**config.mk**
```make
export PLATFORM = sky130hd
export DESIGN_NAME = pe_flit_receiver
export DESIGN_NICKNAME = d
export VERILOG_FILES = /design/src/rtl/pe_flit_receiver.sv
export SDC_FILE = /design/constraint.sdc
export NUM_CORES = 1
export LEC_CHECK = 0
export ABC_CLOCK_PERIOD_IN_PS = 7900
export CAP_MARGIN = 10
export CORE_ASPECT_RATIO = 0.7
export CORE_UTILIZATION = 45
export CTS_BUF_LIST = sky130_fd_sc_hd__clkbuf_8
export CTS_CLUSTER_DIAMETER = 80
export DETAILED_ROUTE_END_ITERATION = 7
export PLACE_DENSITY_LB_ADDON = 0.15
export SLEW_MARGIN = 40
export SYNTH_ARGS = -nofsm -noshare
export SYNTH_HDL_FRONTEND = slang
export SYNTH_SLANG_ARGS = --single-unit
export TNS_END_PERCENT = 1
```
**constraint.sdc**
```tcl
create_clock -name clk -period 7.9 [get_ports clk]
set_input_delay 0.79 -clock clk [delete_from_list [all_inputs] [get_ports clk]]
set_output_delay 0.79 -clock clk [all_outputs]
set_load 0.02 [all_outputs]
```
**src/rtl/pe_flit_receiver.sv**
```systemverilog
// ============================================================================
// pe_flit_receiver : per-VC flit buffering, packet-atomic delivery, credit return
// Rev 1.0
// ============================================================================
`default_nettype none

module pe_flit_receiver #(
  parameter  int NUM_VCS         = 2,
  parameter  int FLIT_DATA_WIDTH = 32,
  parameter  int NUM_RECV_PORTS  = 16,
  parameter  int BUF_DEPTH       = 4,
  localparam int VC_BITS         = (NUM_VCS > 1) ? $clog2(NUM_VCS) : 1,
  localparam int DEST_BITS       = $clog2(NUM_RECV_PORTS),
  localparam int FLIT_W          = 2 + DEST_BITS + VC_BITS + FLIT_DATA_WIDTH,
  localparam int CREDIT_W        = 1 + VC_BITS
) (
  input  logic                       clk,
  input  logic                       rst_n,
  input  logic                       en,
  input  logic [DEST_BITS-1:0]       recvPortID,
  input  logic [FLIT_W-1:0]          flit_in,
  output logic                       en_receiveFlit,
  output logic [CREDIT_W-1:0]        credit_out,
  output logic                       sendCredit,
  output logic                       out_valid,
  input  logic                       out_ready,
  output logic [FLIT_DATA_WIDTH-1:0] out_data,
  output logic [VC_BITS-1:0]         out_vc,
  output logic                       out_tail,
  output logic                       overflow_err,
  output logic                       misroute_err
);

  localparam int PTR_BITS = (BUF_DEPTH > 1) ? $clog2(BUF_DEPTH) : 1;
  localparam int CNT_BITS = $clog2(BUF_DEPTH + 1);
  localparam int ENTRY_W  = FLIT_DATA_WIDTH + 1;

  localparam logic [0:0] ST_UNLOCKED = 1'b0;
  localparam logic [0:0] ST_LOCKED   = 1'b1;

  logic                       in_valid;
  logic                       in_tail;
  logic [DEST_BITS-1:0]       in_dest;
  logic [VC_BITS-1:0]         in_vc;
  logic [FLIT_DATA_WIDTH-1:0] in_data;

  assign in_valid = flit_in[FLIT_W-1];
  assign in_tail  = flit_in[FLIT_W-2];
  assign in_dest  = flit_in[FLIT_DATA_WIDTH+VC_BITS +: DEST_BITS];
  assign in_vc    = flit_in[FLIT_DATA_WIDTH +: VC_BITS];
  assign in_data  = flit_in[FLIT_DATA_WIDTH-1:0];

  logic [ENTRY_W-1:0]  mem_q    [NUM_VCS][BUF_DEPTH];
  logic [ENTRY_W-1:0]  mem_d    [NUM_VCS][BUF_DEPTH];
  logic [PTR_BITS-1:0] wr_ptr_q [NUM_VCS];
  logic [PTR_BITS-1:0] wr_ptr_d [NUM_VCS];
  logic [PTR_BITS-1:0] rd_ptr_q [NUM_VCS];
  logic [PTR_BITS-1:0] rd_ptr_d [NUM_VCS];
  logic [CNT_BITS-1:0] count_q  [NUM_VCS];
  logic [CNT_BITS-1:0] count_d  [NUM_VCS];
  logic [NUM_VCS-1:0]  nonempty;

  logic [0:0]          state_q, state_d;
  logic [VC_BITS-1:0]  lock_vc_q, lock_vc_d;
  logic [VC_BITS-1:0]  rr_q, rr_d;
  logic                overflow_q, overflow_d;
  logic                misroute_q, misroute_d;
  logic                send_credit_q, send_credit_d;
  logic [VC_BITS-1:0]  credit_vc_q, credit_vc_d;
  logic                en_rf_q, en_rf_d;

  logic [VC_BITS-1:0]  grant;
  logic                any_ready;
  logic                valid_int;
  logic                deq;
  logic                enq;
  logic                in_full;
  logic                enq_ok;
  logic [ENTRY_W-1:0]  head;

  function automatic logic [PTR_BITS-1:0] next_ptr(input logic [PTR_BITS-1:0] p);
    return (p == PTR_BITS'(BUF_DEPTH - 1)) ? '0 : p + PTR_BITS'(1);
  endfunction

  function automatic logic [VC_BITS-1:0] next_vc(input logic [VC_BITS-1:0] v);
    return (v == VC_BITS'(NUM_VCS - 1)) ? '0 : v + VC_BITS'(1);
  endfunction

  always_comb begin
    for (int v = 0; v < NUM_VCS; v++) begin
      nonempty[v] = (count_q[v] != '0);
    end
  end

  // Occupancy is judged before any same-cycle dequeue, so a full VC drops the flit.
  assign in_full = (count_q[in_vc] == CNT_BITS'(BUF_DEPTH));
  assign enq     = en && in_valid;
  assign enq_ok  = enq && !in_full;
  assign deq     = valid_int && out_ready;
  assign head    = mem_q[grant][rd_ptr_q[grant]];

  // ---- arbiter FSM: state register ----
  always_ff @(posedge clk or negedge rst_n) begin
    if (!rst_n) begin
      state_q   <= ST_UNLOCKED;
      lock_vc_q <= '0;
      rr_q      <= '0;
    end else begin
      state_q   <= state_d;
      lock_vc_q <= lock_vc_d;
      rr_q      <= rr_d;
    end
  end

  // ---- arbiter FSM: next state ----
  always_comb begin
    state_d   = state_q;
    lock_vc_d = lock_vc_q;
    rr_d      = rr_q;
    if (deq) begin
      if (head[ENTRY_W-1]) begin
        state_d = ST_UNLOCKED;
        rr_d    = next_vc(grant);
      end else begin
        state_d   = ST_LOCKED;
        lock_vc_d = grant;
      end
    end
  end

  // ---- arbiter FSM: outputs (grant selection) ----
  always_comb begin
    int idx;
    idx       = 0;
    grant     = lock_vc_q;
    any_ready = 1'b0;
    if (state_q == ST_LOCKED) begin
      any_ready = nonempty[lock_vc_q];
    end else begin
      grant = rr_q;
      // Scan downwards so the lowest round-robin offset wins.
      for (int k = NUM_VCS - 1; k >= 0; k--) begin
        idx = (int'(rr_q) + k) % NUM_VCS;
        if (nonempty[idx]) begin
          grant     = VC_BITS'(idx);
          any_ready = 1'b1;
        end
      end
    end
    valid_int = en && any_ready;
  end

  always_comb begin
    mem_d    = mem_q;
    wr_ptr_d = wr_ptr_q;
    rd_ptr_d = rd_ptr_q;
    count_d  = count_q;
    for (int v = 0; v < NUM_VCS; v++) begin
      if (enq_ok && (in_vc == VC_BITS'(v))) begin
        mem_d[v][wr_ptr_q[v]] = {in_tail, in_data};
        wr_ptr_d[v]           = next_ptr(wr_ptr_q[v]);
      end
      if (deq && (grant == VC_BITS'(v))) begin
        rd_ptr_d[v] = next_ptr(rd_ptr_q[v]);
      end
      count_d[v] = count_q[v]
                 + CNT_BITS'(enq_ok && (in_vc == VC_BITS'(v)))
                 - CNT_BITS'(deq && (grant == VC_BITS'(v)));
    end
  end

  always_comb begin
    overflow_d    = overflow_q | (enq && in_full);
    misroute_d    = misroute_q | (enq_ok && (in_dest != recvPortID));
    send_credit_d = deq;
    credit_vc_d   = deq ? grant : '0;
    en_rf_d       = en;
  end

  always_ff @(posedge clk or negedge rst_n) begin
    if (!rst_n) begin
      for (int v = 0; v < NUM_VCS; v++) begin
        wr_ptr_q[v] <= '0;
        rd_ptr_q[v] <= '0;
        count_q[v]  <= '0;
      end
      overflow_q    <= 1'b0;
      misroute_q    <= 1'b0;
      send_credit_q <= 1'b0;
      credit_vc_q   <= '0;
      en_rf_q       <= 1'b0;
    end else begin
      wr_ptr_q      <= wr_ptr_d;
      rd_ptr_q      <= rd_ptr_d;
      count_q       <= count_d;
      overflow_q    <= overflow_d;
      misroute_q    <= misroute_d;
      send_credit_q <= send_credit_d;
      credit_vc_q   <= credit_vc_d;
      en_rf_q       <= en_rf_d;
    end
  end

  // Storage needs no reset: outputs are masked whenever nothing is valid.
  always_ff @(posedge clk) begin
    mem_q <= mem_d;
  end

  assign out_valid      = valid_int;
  assign out_data       = valid_int ? head[FLIT_DATA_WIDTH-1:0] : '0;
  assign out_tail       = valid_int & head[ENTRY_W-1];
  assign out_vc         = valid_int ? grant : '0;
  assign sendCredit     = send_credit_q;
  assign credit_out     = {send_credit_q, credit_vc_q};
  assign en_receiveFlit = en_rf_q;
  assign overflow_err   = overflow_q;
  assign misroute_err   = misroute_q;

endmodule

`default_nettype wire
```
==> impl_metrics.ini <==
[run_status]
status = finished clean

[finish]
nFillCells = 1949
multi_input_area_sq_mm = 0.002621
area_delta_synth_final_pct = 18.87
seqCellArea_sq_mm = 0.008488
nets = 746
antenna_cells = 0
drive_above_1_share_pct = 21.84

[die]
dieArea_sq_mm = 0.02569
die_height_um = 134.4
initial_utilization_pct = 45.76
io_pins = 88
die_w_um = 191.1
fp-row-count = 48
coreArea_sq_mm = 0.02462

[yosys]
syn_nets = 637
ys.flop_type = edfxtp_1
seq_area_frac_synth_pct = 75.24
ys_async_sr_fraction_pct = 7.692
synthCells = 574
ys_ff_latch = 286
synth_edf_count = 264
yosys_warnings = 0
yosysUniqueCellTypes = 34
synth_area_sq_mm = 0.01127
syn_area_per_cell_sq_um = 19.63

[route]
drt-initial-drc-count = 265
wl_met3_um = 1743
vias = 5505
routed_via_density = 5.273
detail_route.wirelength_um = 22730
m1WireLength_um = 9846
wire_per_inst_um = 21.77
dr_wl_met2_um = 10780
dr.pass1.iters = 4
highest_layer = met4
ant_nets = 0
drc = 0

[clock_tree]
root_buffer = clkbuf_8
cts-htree-levels = 2
cts_buffers = 45
clk_pin_slew_ps = 60
clk_path_buf_depth = 3
cts.sinks = 286
cts_tree = built
clock_latency_ps = 550
cts_resized = 0
post_cts_buffers = 0
holdBufCountCts = 0

[worst_setup_path]
worstSetupStartpointType = flop
critPathKind = flop to output pin
cp_max_fo = 24
critPathRequiredTime_ps = 7110
crit_path_end_kind = output pin
r2r_slack_ps = 4800
worstPathArrival_ps = 3130

[global_routing]
antenna_found_initial = 0
grt_first_pass_wirelength_um = 34820
grt_usage_pct = 18.55
grt_pass1_vias = 5984
overflow = 0
grt_max_degree = 39

[placed_design]
dp_hpwl_um = 12040
routabilityCongestion = 0.6665
dpl_worst_slack_ps = 4193
io_buffers = 87

[sta]
rsz0062_at_grt = false
slew_headroom_pct = 48.54
fin_crit_sh_pct = 49.57
final-hold-violation-count = 0
setup-tns-final_ps = 0
setup_viol_count_final = 0
skew_ps = 8.938
slew_viol_final = 0
worst_pin_slew_ps = 771.9
period_minus_slack_ps = 3916
max_freq_mhz = 255.3
worst_slack_ps = 3984

[worst_hold_path]
hp-class = primary input to asynchronous set/reset pin

[pwr]
power.leakage_uw = 0.004485
max-vdd-ir-drop_mv = 0.2378
pwr_density_cell_mw_per_mm2 = 352.2
p_total_uw = 4717

[run]
cap_violations = 0
==> metal layers <==
| metal | GRT usage (%) | up-vias |
|---|---|---|
| met2 | 30.09 | 159 |
| met3 | 4.474 | 37 |
| met5 | 0 | - |
| met1 | 25.16 | 2822 |
| li1 | - | 2487 |
| met4 | 5.203 | 0 |
==> cells in the mapped netlist, types with 3 or more instances <==
library cell	number	area share, %
edfxtp_1	264	70
nand2_1	71	2.4
mux4_2	66	13
a21oi_1	33	1.5
dfrtp_1	22	4.9
inv_1	15	0.50
buf_2	14	0.62
ha_1	14	1.6
nor2_1	9	0.30
and2_1	8	0.44
clkbuf_1	8	0.27
buf_4	7	0.47
xnor2_1	7	0.54
mux2_2	5	0.50
o21ai_0	5	0.22
or3_1	3	0.17
==> report_power, final <==
| group | internal [uW] | total (uW) | switching [uW] |
|---|---|---|---|
| sequential | 1790 | 1950 | 168 |
| combinational | 703 | 1490 | 786 |
| clock | 717 | 1270 | 557 |
==> critical path, stage by stage (launching register included) <==
cell and delay (ps):
dfrtp_2 620, buf_4 580, mux4_2 620, nand2_1 90, a21oi_1 80, clkdlybuf4s50_1 570
==> state kept, by name (all words and copies together) (netlist names) <==
register	count
mem_q	264
count_q	6
rd_ptr_q	4
wr_ptr_q	4
credit_vc_q	1
en_receiveFlit	1
lock_vc_q	1
misroute_err	1
overflow_err	1
rr_q	1
sendCredit	1
state_q	1
==> path summary, 6_finish.rpt <==
kind / to / cells past startpoint / from
max in group asynchronous: rd_ptr_q[1] / 1 / rst_n
min: rd_ptr_q[3] / 1 / rst_n
max reg2reg: count_q[2] / 10 / count_q[2]
min in group clk: misroute_err / 1 / misroute_err
max: out_data[10] / 5 / rd_ptr_q[2]
min reg2reg: misroute_err / 1 / misroute_err
==> cell usage in the layout (no fill, tap or decap), types with 2 or more instances in the layout <==
| master | instances |
|---|---|
| clkinv_2 | 7 |
| o21ai_0 | 5 |
| buf_4 | 4 |
| bufinv_16 | 5 |
| clkinv_1 | 10 |
| xnor2_1 | 7 |
| mux2i_1 | 2 |
| nor2_1 | 9 |
| dfrtp_4 | 2 |
| and2_4 | 7 |
| clkbuf_8 | 47 |
| edfxtp_1 | 264 |
| dfrtp_1 | 18 |
| mux4_2 | 66 |
| or3_1 | 3 |
| dfrtp_2 | 2 |
| nand2_1 | 71 |
| clkdlybuf4s50_1 | 86 |
| fa_1 | 2 |
| ha_1 | 14 |
| mux2_2 | 5 |
| inv_1 | 28 |
| nor3_4 | 2 |
| a31oi_1 | 2 |
| a21oi_1 | 33 |
==> through the flow <==
| stage | hold slack [ps] | instance area, sq um | instances | utilization, % |
|---|---|---|---|---|
| 4_1_cts | 186.1 | 13390 | 1044 | 54.37 |
| 2_1_floorplan | 488.3 | 11270 | 574 | - |
| 3_5_place_dp | 444.9 | 12460 | 961 | 50.61 |
| 3_3_place_gp | 438.7 | 12440 | 961 | 50.52 |
| 5_1_grt | 219.9 | 13390 | 1044 | 54.40 |
| 6_report | 206.3 | 13390 | 1044 | 54.40 |
==> final cells by class <==
type	count	share of cell area [%]
clock buffer	47	4.830
sequential	286	63.37
clock inverter	36	2.083
timing repair buffer	91	6.688
multi-input combinational	244	19.57
inverter	15	0.4204
tap	325	3.036
==> logic make-up after synthesis <==
logic type | synth area share (%)
DFF | 75.24
adders and majority gates | 1.910
muxes | 13.87
and+or+nand+nor | 3.797
AOI/OAI and AO/OA | 2.709
xor gates and xnor gates | 0.6218
buffers and inverters | 1.854
Note: power is estimated with default switching activity, not from simulation.
